[config.mk]
export PLATFORM = sky130hd
export DESIGN_NAME = step_controller
export DESIGN_NICKNAME = d
export VERILOG_FILES = /design/src/rtl/tm_pkg.sv /design/src/rtl/step_controller.sv
export SDC_FILE = /design/constraint.sdc
export NUM_CORES = 1
export LEC_CHECK = 0
export CAP_MARGIN = 30
export CORE_ASPECT_RATIO = 0.7
export CORE_MARGIN = 2
export CORE_UTILIZATION = 43
export CTS_CLUSTER_SIZE = 24
export DETAILED_ROUTE_END_ITERATION = 16
export HOLD_SLACK_MARGIN = 0.15
export PLACE_DENSITY_LB_ADDON = 0.05
export SLEW_MARGIN = 5
export SYNTH_ARGS = -nofsm -noshare
export SYNTH_HDL_FRONTEND = slang
export SYNTH_SLANG_ARGS = --single-unit
export TNS_END_PERCENT = 30
[constraint.sdc]
create_clock -name clk -period 2.2 [get_ports clk]
set_clock_uncertainty 0.15 [all_clocks]
set_input_delay 0.55 -clock clk [delete_from_list [all_inputs] [get_ports clk]]
set_output_delay 0.55 -clock clk [all_outputs]
set_load 0.05 [all_outputs]
[src/rtl/tm_pkg.sv]
// Shared definitions for the Turing-machine step sequencer and its period counter.
package tm_pkg;

  localparam int TM_WIDTH = 16;
  localparam int TM_CW    = 32;

  typedef enum logic [2:0] {
    ST_IDLE = 3'd0,
    ST_WAIT = 3'd1,
    ST_STEP = 3'd2,
    ST_ACK  = 3'd3,
    ST_HALT = 3'd4
  } step_state_t;

endpackage

[src/rtl/step_controller.sv]
// Run/single-step sequencer: turns counter threshold pulses into acknowledged one-cycle step strobes.
module step_controller
  import tm_pkg::*;
#(
  parameter int WIDTH = TM_WIDTH,
  parameter int CW    = TM_CW
) (
  input  logic             clk,
  input  logic             Rst,
  input  logic             run,
  input  logic             single,
  input  logic             clr,
  input  logic [WIDTH-1:0] period,
  input  logic             reach_max,
  output logic             cnt_en,
  output logic [WIDTH-1:0] cnt_max,
  output logic             step,
  input  logic             step_ack,
  input  logic             halted,
  output logic             busy,
  output logic [2:0]       state,
  output logic [CW-1:0]    step_count
);

  step_state_t cur_state;
  step_state_t next_state;

  // State register; reset drops any step in flight and returns straight to IDLE.
  always_ff @(posedge clk or posedge Rst) begin
    if (Rst) begin
      cur_state <= ST_IDLE;
    end else begin
      cur_state <= next_state;
    end
  end

  // Next-state selection; halted always wins, and HALT is left only through clr.
  always_comb begin
    next_state = cur_state;
    case (cur_state)
      ST_IDLE: begin
        if (halted)      next_state = ST_HALT;
        else if (single) next_state = ST_STEP;
        else if (run)    next_state = ST_WAIT;
      end
      ST_WAIT: begin
        if (halted)         next_state = ST_HALT;
        else if (!run)      next_state = ST_IDLE;
        else if (reach_max) next_state = ST_STEP;
      end
      ST_STEP: next_state = ST_ACK;
      ST_ACK: begin
        if (step_ack) begin
          if (halted)   next_state = ST_HALT;
          else if (run) next_state = ST_WAIT;
          else          next_state = ST_IDLE;
        end
      end
      ST_HALT: begin
        if (clr) next_state = ST_IDLE;
      end
      default: next_state = ST_IDLE;
    endcase
  end

  // Outputs decoded purely from the current state so they stay glitch-free relative to the register.
  always_comb begin
    cnt_en = 1'b0;
    step   = 1'b0;
    busy   = 1'b0;
    case (cur_state)
      ST_WAIT: begin
        cnt_en = 1'b1;
        busy   = 1'b1;
      end
      ST_STEP: begin
        step = 1'b1;
        busy = 1'b1;
      end
      ST_ACK:  busy = 1'b1;
      default: ;
    endcase
  end

  assign state = cur_state;

  // Capture the period only when WAIT is being entered, so mid-wait changes wait for the next period.
  always_ff @(posedge clk or posedge Rst) begin
    if (Rst) begin
      cnt_max <= '0;
    end else if ((next_state == ST_WAIT) && (cur_state != ST_WAIT)) begin
      cnt_max <= period;
    end
  end

  // Count acknowledged steps, saturating at all-ones; clr overrides a same-cycle increment.
  always_ff @(posedge clk or posedge Rst) begin
    if (Rst) begin
      step_count <= '0;
    end else if (clr) begin
      step_count <= '0;
    end else if ((cur_state == ST_ACK) && step_ack && (step_count != {CW{1'b1}})) begin
      step_count <= step_count + 1'b1;
    end
  end

endmodule

### Word level (Yosys, flattened, before mapping)

Index checks and enable logic that the tools add are counted.

| word-level totals | value |
|---|---|
| bits in registers | 51 |

| operators by class | value |
|---|---|
| add/sub/neg operators | 1 |
| equal/unequal tests | 7 |
| mux-type cells | 16 |
| reduce and logical (&&, ||, !) cells | 6 |

Operators with widths:

| kind | number |
|---|---|
| 32-bit two-way mux | 2 |
| 32-bit by 1-bit adder with 32-bit output, second input constant | 1 |
| 32-bit != test, second input constant | 1 |
| 3-bit two-way mux | 9 |
| 3-bit case mux with 5 select lines | 1 |
| 3-bit by 1-bit equality test with 1-bit output, second input constant | 2 |
| 3-bit by 2-bit equality test with 1-bit output, second input constant | 2 |
| 1-bit two-way mux | 4 |
| 3-bit equality test, second input constant | 1 |
| 1-bit logical AND | 3 |
| 3-bit zero test | 1 |
| 3-bit by 1-bit != test with 1-bit output, second input constant | 1 |
| 3-bit OR reduction | 1 |
| 2-bit nonzero test | 1 |

### Logic depth before layout (Yosys ltp)

Gate-level depths: netlist (run 1).

| logic depth | value |
|---|---|
| depth after elaboration | 6 |
| gate-level depth with buffers | 9 |
| depth with buffers taken out | 6 |

### Least setup slack after synthesis (run 1)

Ideal clock, no wire load.

| timing | value |
|---|---|
| path kind | reg-to-output |
| from | register cur_state[1], in the netlist state[1] |
| to | output step |
| data arrival time | 2.022 ns |
| required time | 1.500 ns |
| setup slack | -0.522 ns |
| cell stages (with the launch flop) | 3 |
| path through | dfrtp_1 -> buf_4 -> nor3b_1 |

| on the way | value |
|---|---|
| cells in the longest elaborated chain, start to end | 2 |

Ends and longest elaborated chain:

| item | line | source |
|---|---|---|
| start, declared | step_controller.sv:25 | `step_state_t cur_state;` |
| start signal, assigned | step_controller.sv:33 | `cur_state <= next_state;` |
| 3-bit by 2-bit equality test with 1-bit output | step_controller.sv:71 | `case (cur_state)` |
| 1-bit two-way mux | step_controller.sv:71 |  |
| end, declared | step_controller.sv:17 | `output logic step,` |

Every way passes these cells.

### Worst setup path after layout (run 1)

| timing | value |
|---|---|
| from | register step_count[1] |
| to | register step_count[22] |

| on the way | value |
|---|---|
| cells in the longest elaborated chain, start to end | 3 |
| elaborated cells on any way between the ends | 6 |

Ends and longest elaborated chain:

| item | line | source |
|---|---|---|
| start, declared | step_controller.sv:22 | `output logic [CW-1:0] step_count` |
| start signal, assigned | step_controller.sv:103 | `step_count <= step_count + 1'b1;` |
| 32-bit by 1-bit adder with 32-bit output or 32-bit != test (tied branches) | step_controller.sv:103, step_controller.sv:102 |  |
| 32-bit two-way mux or 1-bit logical AND (tied branches) | step_controller.sv:102 | `end else if ((cur_state == ST_ACK) && step_ack && (step_count != {CW{1'b1}})) begin` |
| 32-bit two-way mux or 2-bit nonzero test (tied branches) | - |  |

Parallel ways exist; a longest one is shown, timed or not. The select of a mux whose other input is x is not followed.
A chain may end at the register's enable or synchronous reset.

==> results of run 1 <==
-- per-layer routing --
layer | track usage | wire [microns] | vias up
met2 | 0.306 | 3370 | 74
met3 | 0.0635 | 451 | 7
met1 | 0.283 | 3290 | 1222
met5 | 0 | 0 | -
met4 | 0.0309 | 68 | 0
li1 | - | - | 1237
-- metrics by stage --
stage	cells	cell area [sq um]	setup TNS (ns)
finish	472	4290	-0.0588
CTS	465	4110	-0.0908
detailed placement	456	3940	-11.72
global route	472	4290	-0.633
global placement	456	3940	-10.05
floorplan	252	2710	-4.83
-- flip-flops by register name, summed over array words and instances (netlist names) --
signal	flops
step_count	32
cnt_max	16
state	3
-- placed cells by master (no fill, tap or decap), types with 3 or more instances in the layout --
cell / synthesis / layout
sky130_fd_sc_hd__buf_4: 2 / 101
sky130_fd_sc_hd__dfrtp_1: 51 / 36
sky130_fd_sc_hd__clkdlybuf4s50_1: 0 / 24
sky130_fd_sc_hd__a21oi_1: 22 / 20
sky130_fd_sc_hd__nor2_1: 19 / 19
sky130_fd_sc_hd__mux2_2: 16 / 16
sky130_fd_sc_hd__dfrtp_2: 0 / 15
sky130_fd_sc_hd__nand2_1: 14 / 12
sky130_fd_sc_hd__nand3_1: 12 / 11
sky130_fd_sc_hd__or3_1: 12 / 11
sky130_fd_sc_hd__xnor2_1: 8 / 8
sky130_fd_sc_hd__buf_12: 0 / 8
sky130_fd_sc_hd__or4_1: 7 / 7
sky130_fd_sc_hd__o31ai_1: 8 / 7
sky130_fd_sc_hd__nand4_1: 6 / 6
sky130_fd_sc_hd__o21ai_1: 7 / 6
sky130_fd_sc_hd__dlymetal6s2s_1: 0 / 6
sky130_fd_sc_hd__o21ai_0: 5 / 5
sky130_fd_sc_hd__clkbuf_8: 0 / 5
sky130_fd_sc_hd__inv_1: 5 / 4
sky130_fd_sc_hd__and4_1: 3 / 3
sky130_fd_sc_hd__and3_1: 3 / 3
sky130_fd_sc_hd__mux2i_1: 3 / 3
sky130_fd_sc_hd__and2_1: 3 / 3
sky130_fd_sc_hd__nor4_2: 2 / 3
sky130_fd_sc_hd__a2111oi_2: 1 / 3
sky130_fd_sc_hd__buf_6: 3 / 3
-- how the worst min path moves through the flow --
| stage | start | endpoint | cells after the start |
|---|---|---|---|
| after floorplan | period[0] | cnt_max[0] | 1 |
| final | cnt_max[13] | cnt_max[13] | 1 |
| after global routing | cnt_max[3] | cnt_max[3] | 1 |
| after CTS | cnt_max[1] | cnt_max[1] | 1 |
| after global placement | cnt_max[2] | cnt_max[2] | 1 |
| after detailed placement | cnt_max[1] | cnt_max[1] | 1 |
-- what timing repair did --
| item | in CTS | in global routing |
|---|---|---|
| resized for setup | 7 | 25 |
| endpoints found under the setup margin | 18 | 31 |
| cloned | 0 | 4 |
| pin swaps | 2 | 7 |
| setup buffers | 1 | 3 |
-- power by group --
group	switching, W	leakage, nW	internal [W]
sequential	0.0000866	0.654	0.00111
clock	0.000324	0.0644	0.000454
combinational	0.00105	1.18	0.000685
-- logic make-up after synthesis --
| group | share of synthesized area |
|---|---|
| adder cells (fa/ha/maj) | 0.00472 |
| multiplexers | 0.0836 |
| AO/OA/AOI/OAI | 0.125 |
| XOR/XNOR | 0.0331 |
| AND/OR/NAND/NOR | 0.230 |
| buffers and inverters | 0.0420 |
| flip-flops | 0.482 |
-- area by class of cell --
| cell class | instances | share of cell area |
|---|---|---|
| sequential | 51 | 0.302 |
| clock inverter | 3 | 0.0157 |
| clock buffer | 5 | 0.0160 |
| timing repair buffer | 150 | 0.321 |
| tap | 75 | 0.0219 |
| inverter | 5 | 0.00437 |
| multi-input combinational | 183 | 0.319 |
==> PnR_summary.wiki, run 1 <==
{| class="wikitable"
! Metric !! Value
|-
| Levels on crit path || 7
|-
| Combined buffer and inverter count along the critical path || 1
|-
| Total GRT Usage || 0.199
|-
| TritonCTS clock tree || yes
|-
| Global-route wire length before repair || 11300 microns
|-
| Number of synthesized flops with an enable pin || 0
|-
| Summed instance area of the synthesized netlist || 2650 sq um
|-
| Sum of routed wire length over all layers || 7180 microns
|-
| Final GP Congestion || 0.810
|-
| Part of the Yosys area used for sequential elements || 0.482
|-
| Leakage power summed over all cells || 1.89 nW
|-
| Crit path setup slack, layout || -0.0364 ns
|-
| Max Fanout on Critical Path || 5
|-
| Largest net degree at the start of global routing || 37
|-
| Setup slack, reg-to-reg || -0.04 ns
|-
| Standard cell core area || 5840 sq um
|-
| Most numerous cell in the Yosys netlist || sky130_fd_sc_hd__dfrtp_1
|-
| Initial cell density of the core || 0.453
|-
| Iteration-0 DRC Markers || 97
|-
| Row Count || 23
|-
| Worst slack, placed || -0.394 ns
|-
| Number of max-slew violations in the final report || 0
|-
| Async set or reset register ratio after synthesis || 1.00
|-
| Total Power Consumption || 0.00371 W
|-
| Total area of sequential cells || 1290 sq um
|-
| Die Outline Area || 6810 sq um
|-
| Headroom to the max-slew limit || 0.657
|-
| Count of unresolved DRC violations after routing || 0
|-
| Power per unit of standard cell area || 865 nW/um^2
|-
| Detailed Place HPWL || 5010 microns
|-
| Worst VDD drop || 0.903 mV
|-
| Final Setup Violations || 2
|-
| Leading cell types by count after synthesis || sky130_fd_sc_hd__dfrtp_1, sky130_fd_sc_hd__a21oi_1, sky130_fd_sc_hd__nor2_1
|-
| Termination of the worst setup path || step_count[22]
|-
| Die W || 97.8 microns
|-
| Final worst path period share || 1.02
|-
| Die extent in y || 69.7 microns
|-
| Count of cell types in the netlist || 48
|-
| Number of synthesis warnings || 0
|-
| H-tree depth || 2
|-
| Area taken by multi-input logic gates || 1370 sq um
|-
| Top_reg_cell synth || sky130_fd_sc_hd__dfrtp_1
|-
| Element type at the critical path start || flop
|-
| Synthesis-to-layout area growth || 62.0%
|-
| Number of I/O pins || 78
|-
| Cell with the largest stage delay on the worst path || sky130_fd_sc_hd__or4_4
|-
| Leading cell types by total area after synthesis || sky130_fd_sc_hd__dfrtp_1, sky130_fd_sc_hd__mux2_2, sky130_fd_sc_hd__a21oi_1
|-
| Final routed wire length divided by cell count || 15.2 microns
|-
| Residual antenna-violating net count after detailed routing || 0
|-
| Clock insertion delay at the later pin of the skew report || 0.30 ns
|-
| Clk buf depth || 2
|-
| Num CTS Buffers || 5
|-
| Kind of cell adding the most delay to the critical path || simple AND/OR/NAND/NOR gates
|-
| CP Launch Point || step_count[1]
|-
| R2R cell count || 7
|-
| RSZ-0062 raised after global routing || true
|-
| Type of destination of the critical path || flop
|-
| Cell type contributing the most total cell area after synthesis || sky130_fd_sc_hd__dfrtp_1
|-
| Achievable clock frequency || 0.447 GHz
|-
| # fillers || 429
|-
| CTS root buf || sky130_fd_sc_hd__clkbuf_8
|-
| Drt via density || 5.38
|-
| Path category of the worst min-delay check || reg2reg
|-
| CP Data Arrival Time || 2.27 ns
|-
| Number of nets in the final layout || 421
|-
| Antenna diode instance count || 0
|-
| Reg-to-reg endpoint || step_count[22]
|-
| Final min period || 2.24 ns
|-
| Clock-pin slew of the registers on the worst-case setup and hold paths || 0.09 ns
|-
| CTS Sinks || 51
|-
| Mapped Nets || 277
|-
| Failing checks || negative setup slack
|-
| Transition time at the pin with the least slew margin || 0.514 ns
|-
| FF-to-FF Start || step_count[1]
|-
| Type of the setup path with the least slack || reg2reg
|-
| Synthesis-stage register bit count || 51
|-
| Antenna violations before repair || 0
|-
| Final-report hold violation count || 0
|-
| Number of detailed-routing iterations run before antenna repair || 4
|-
| Fraction of post-synthesis cell area in the top cell type by area || 0.482
|-
| Total congestion overflow after global routing || 0
|-
| Share of layout cells above drive strength 1 || 0.479
|-
| Worst-path cell chain || ha_4, nand2_2, or4_4, buf_8, nor4_4, nand3_1, mux2_4
|-
| Status || finished with violations
|-
| Max cap viols || 0
|-
| Average size of a mapped cell || 10.5 sq um
|-
| Utilization after layout || 0.735
|-
| # port buffers || 77
|-
| Via count of the first global-routing pass || 2424
|-
| Worst hold-check slack || 0.361 ns
|-
| Number of hold buffers added after cts || 0
|-
| DR vias || 2540
|-
| Required time at the endpoint of the critical path || 2.24 ns
|-
| Cells after Synth || 252
|-
| Slowest Stage Delay on Critical Path || 0.57 ns
|}
Power figures use the tool's default switching activity.
==> run 2, diff against run 1 <==
--- a/config.mk
+++ b/config.mk
@@ -10,8 +10,7 @@
 export CORE_MARGIN = 2
 export CORE_UTILIZATION = 43
-export CTS_CLUSTER_SIZE = 24
 export DETAILED_ROUTE_END_ITERATION = 16
 export HOLD_SLACK_MARGIN = 0.15
-export PLACE_DENSITY_LB_ADDON = 0.05
+export PLACE_DENSITY = 0.77
 export SLEW_MARGIN = 5
 export SYNTH_ARGS = -nofsm -noshare
==> constraint.sdc (replaced) <==
create_clock -name clk -period 2.2 [get_ports clk]
set_clock_uncertainty 0.15 [all_clocks]
set_input_delay 0.44 -clock clk [delete_from_list [all_inputs] [get_ports clk]]
set_output_delay 0.44 -clock clk [all_outputs]
set_load 0.05 [all_outputs]
==> PnR_summary.wiki, run 2 (synthesized netlist as in run 1, its figures left out) <==
{| class="wikitable"
! Metric !! Value
|-
| Die Outline Area || 6810 sq um
|-
| CTS root buf || sky130_fd_sc_hd__clkbuf_8
|-
| Number of nets in the final layout || 412
|-
| Type of destination of the critical path || flop
|-
| Net Sw Frac || 0.429
|-
| Synthesis-to-layout area growth || 55.8%
|-
| Residual antenna-violating net count after detailed routing || 0
|-
| Utilization after layout || 0.707
|-
| Count of unresolved DRC violations after routing || 0
|-
| Final Setup Violations || 3
|-
| # fillers || 419
|-
| Power per unit of standard cell area || 830 nW/um^2
|-
| Leakage power summed over all cells || 1.89 nW
|-
| Number of I/O pins || 78
|-
| Worst VDD drop || 0.821 mV
|-
| Clk buf depth || 2
|-
| Failing checks || negative setup slack
|-
| Register ranked first by flip-flop count || step_count
|-
| Die extent in y || 69.7 microns
|-
| Sw power || 0.00147 W
|-
| Max cap viols || 0
|-
| Max Fanout on Critical Path || 5
|-
| CTS Sinks || 51
|-
| Total congestion overflow after global routing || 0
|-
| Largest net degree at the start of global routing || 41
|-
| Path category of the worst min-delay check || in2async
|-
| Standard cell core area || 5840 sq um
|-
| Combinational Power Share || 0.480
|-
| Type of the setup path with the least slack || reg2reg
|-
| GR Layer Usage met2 || 0.333
|-
| Crit path setup slack, layout || -0.0497 ns
|-
| Worst slack, placed || -0.259 ns
|-
| Number of hold buffers added after cts || 0
|-
| CP Data Arrival Time || 2.31 ns
|-
| Final worst path period share || 1.02
|-
| Share of total power in sequential cells || 0.352
|-
| Final GP Congestion || 0.849
|-
| Initial cell density of the core || 0.453
|-
| Number of max-slew violations in the final report || 0
|-
| Sum of routed wire length over all layers || 7090 microns
|-
| Most used routing layer in global routing || met2
|-
| Clock insertion delay at the later pin of the skew report || 0.31 ns
|-
| Worst hold-check slack || 0.240 ns
|-
| Iteration-0 DRC Markers || 129
|-
| TritonCTS clock tree || yes
|-
| Share of layout cells above drive strength 1 || 0.394
|-
| M1 GR Usage || 0.279
|-
| DR vias || 2533
|-
| Headroom to the max-slew limit || 0.633
|-
| Antenna violations before repair || 0
|-
| Number of detailed-routing iterations run before antenna repair || 4
|-
| Detailed Place HPWL || 5330 microns
|-
| Met3 Resource Use GR || 0.0716
|-
| Cell internal power dissipation || 0.00196 W
|-
| Total GRT Usage || 0.209
|-
| Setup slack, reg-to-reg || -0.05 ns
|-
| Status || finished with violations
|-
| Clock-pin slew of the registers on the worst-case setup and hold paths || 0.10 ns
|-
| Final min period || 2.25 ns
|-
| Num CTS Buffers || 5
|-
| Global-route wire length before repair || 11700 microns
|-
| H-tree depth || 2
|-
| Final routed wire length divided by cell count || 15.3 microns
|-
| Flip-flop count of the largest register after layout || 32
|-
| Antenna diode instance count || 0
|-
| # port buffers || 77
|-
| Row Count || 23
|-
| RSZ-0062 raised after global routing || true
|-
| Required time at the endpoint of the critical path || 2.26 ns
|-
| Element type at the critical path start || flop
|-
| Transition time at the pin with the least slew margin || 0.549 ns
|-
| Clock network fraction of design power || 0.168
|-
| Via count of the first global-routing pass || 2511
|-
| Final-report hold violation count || 0
|-
| Most frequent cells in the layout || sky130_fd_sc_hd__buf_4, sky130_fd_sc_hd__clkdlybuf4s50_1, sky130_fd_sc_hd__dfrtp_1
|-
| Drt via density || 5.47
|-
| Most common cell after layout, fill and taps aside || sky130_fd_sc_hd__buf_4
|-
| Achievable clock frequency || 0.444 GHz
|-
| Die W || 97.8 microns
|}
## run 2: cell count changes in the layout (fill, tap and decap cells not counted), moves of 3 or more
cell / delta
sky130_fd_sc_hd__clkdlybuf4s50_1: +17
sky130_fd_sc_hd__buf_4: -24
sky130_fd_sc_hd__dlymetal6s2s_1: +4
sky130_fd_sc_hd__dlygate4sd2_1: +3
sky130_fd_sc_hd__buf_12: -4
## run 2: repair_timing
action | 4_1_cts | 5_1_grt
setup endpoints to repair | 10 | 34
pin swaps | 0 | 6
gates cloned | 1 | 1
resized for setup | 8 | 21
buffers inserted | 0 | 1
## run 2: worst paths after layout
path	from	endpoint	cells past startpoint
setup / recovery	step_count[1]	step_count[1]	8
hold / removal	Rst	cnt_max[14]	2
setup reg to reg	step_count[1]	step_count[1]	8
hold reg to reg	cnt_max[13]	cnt_max[13]	1
max in group asynchronous	Rst	step_count[4]	3
min in group clk	cnt_max[13]	cnt_max[13]	1
## run 2: power groups by stage
stage          Clock (W)  Sequential [W]  Combinational [W]
2_1_floorplan          0         0.00183           0.000463
3_3_place_gp           0         0.00121            0.00162
3_5_place_dp           0         0.00123            0.00164
4_1_cts         0.000586         0.00121            0.00165
5_1_grt         0.000625         0.00123            0.00172
6_report        0.000577         0.00121            0.00164
## run 2: final cells by class
type	instances	area [sq um]	area share
clock buffer	5	68.8	0.0167
clock inverter	3	26.3	0.00637
inverter	5	18.8	0.00455
multi-input combinational	183	1340	0.326
sequential	51	1300	0.314
tap	75	93.8	0.0227
timing repair buffer	141	1280	0.310
## run 2: critical path: stages (launching register included)
cell                      delay [ns]
sky130_fd_sc_hd__dfrtp_2        0.40
sky130_fd_sc_hd__ha_4           0.15
sky130_fd_sc_hd__nand2_2        0.06
sky130_fd_sc_hd__or4_4          0.56
sky130_fd_sc_hd__o31ai_4        0.32
sky130_fd_sc_hd__buf_6          0.18
sky130_fd_sc_hd__buf_6          0.11
sky130_fd_sc_hd__mux2i_1        0.17
sky130_fd_sc_hd__nor2_1         0.05
## run 2: through the flow
stage | TNS [ns] | cell area (sq um) | power, W | instances
6_report | -0.108 | 4130 | 0.00343 | 463
5_1_grt | -1.07 | 4130 | 0.00358 | 463
4_1_cts | -0.0410 | 4050 | 0.00345 | 461
3_5_place_dp | -6.17 | 3930 | 0.00287 | 452
3_3_place_gp | -4.89 | 3930 | 0.00283 | 452
2_1_floorplan | -4.78 | 2710 | 0.00229 | 252
## run 2: layer usage
metal	vias to the layer above	part of all wire
met5	-	0
met4	0	0.013
met3	10	0.083
met2	81	0.46
met1	1224	0.44
li1	1218	-
==> run 3, diff against run 2 <==
Settings changed: ABC_CLOCK_PERIOD_IN_PS set to 2200.
==> results of run 3 <==
No change in the layout: final DEF, timing and power equal those of run 2.
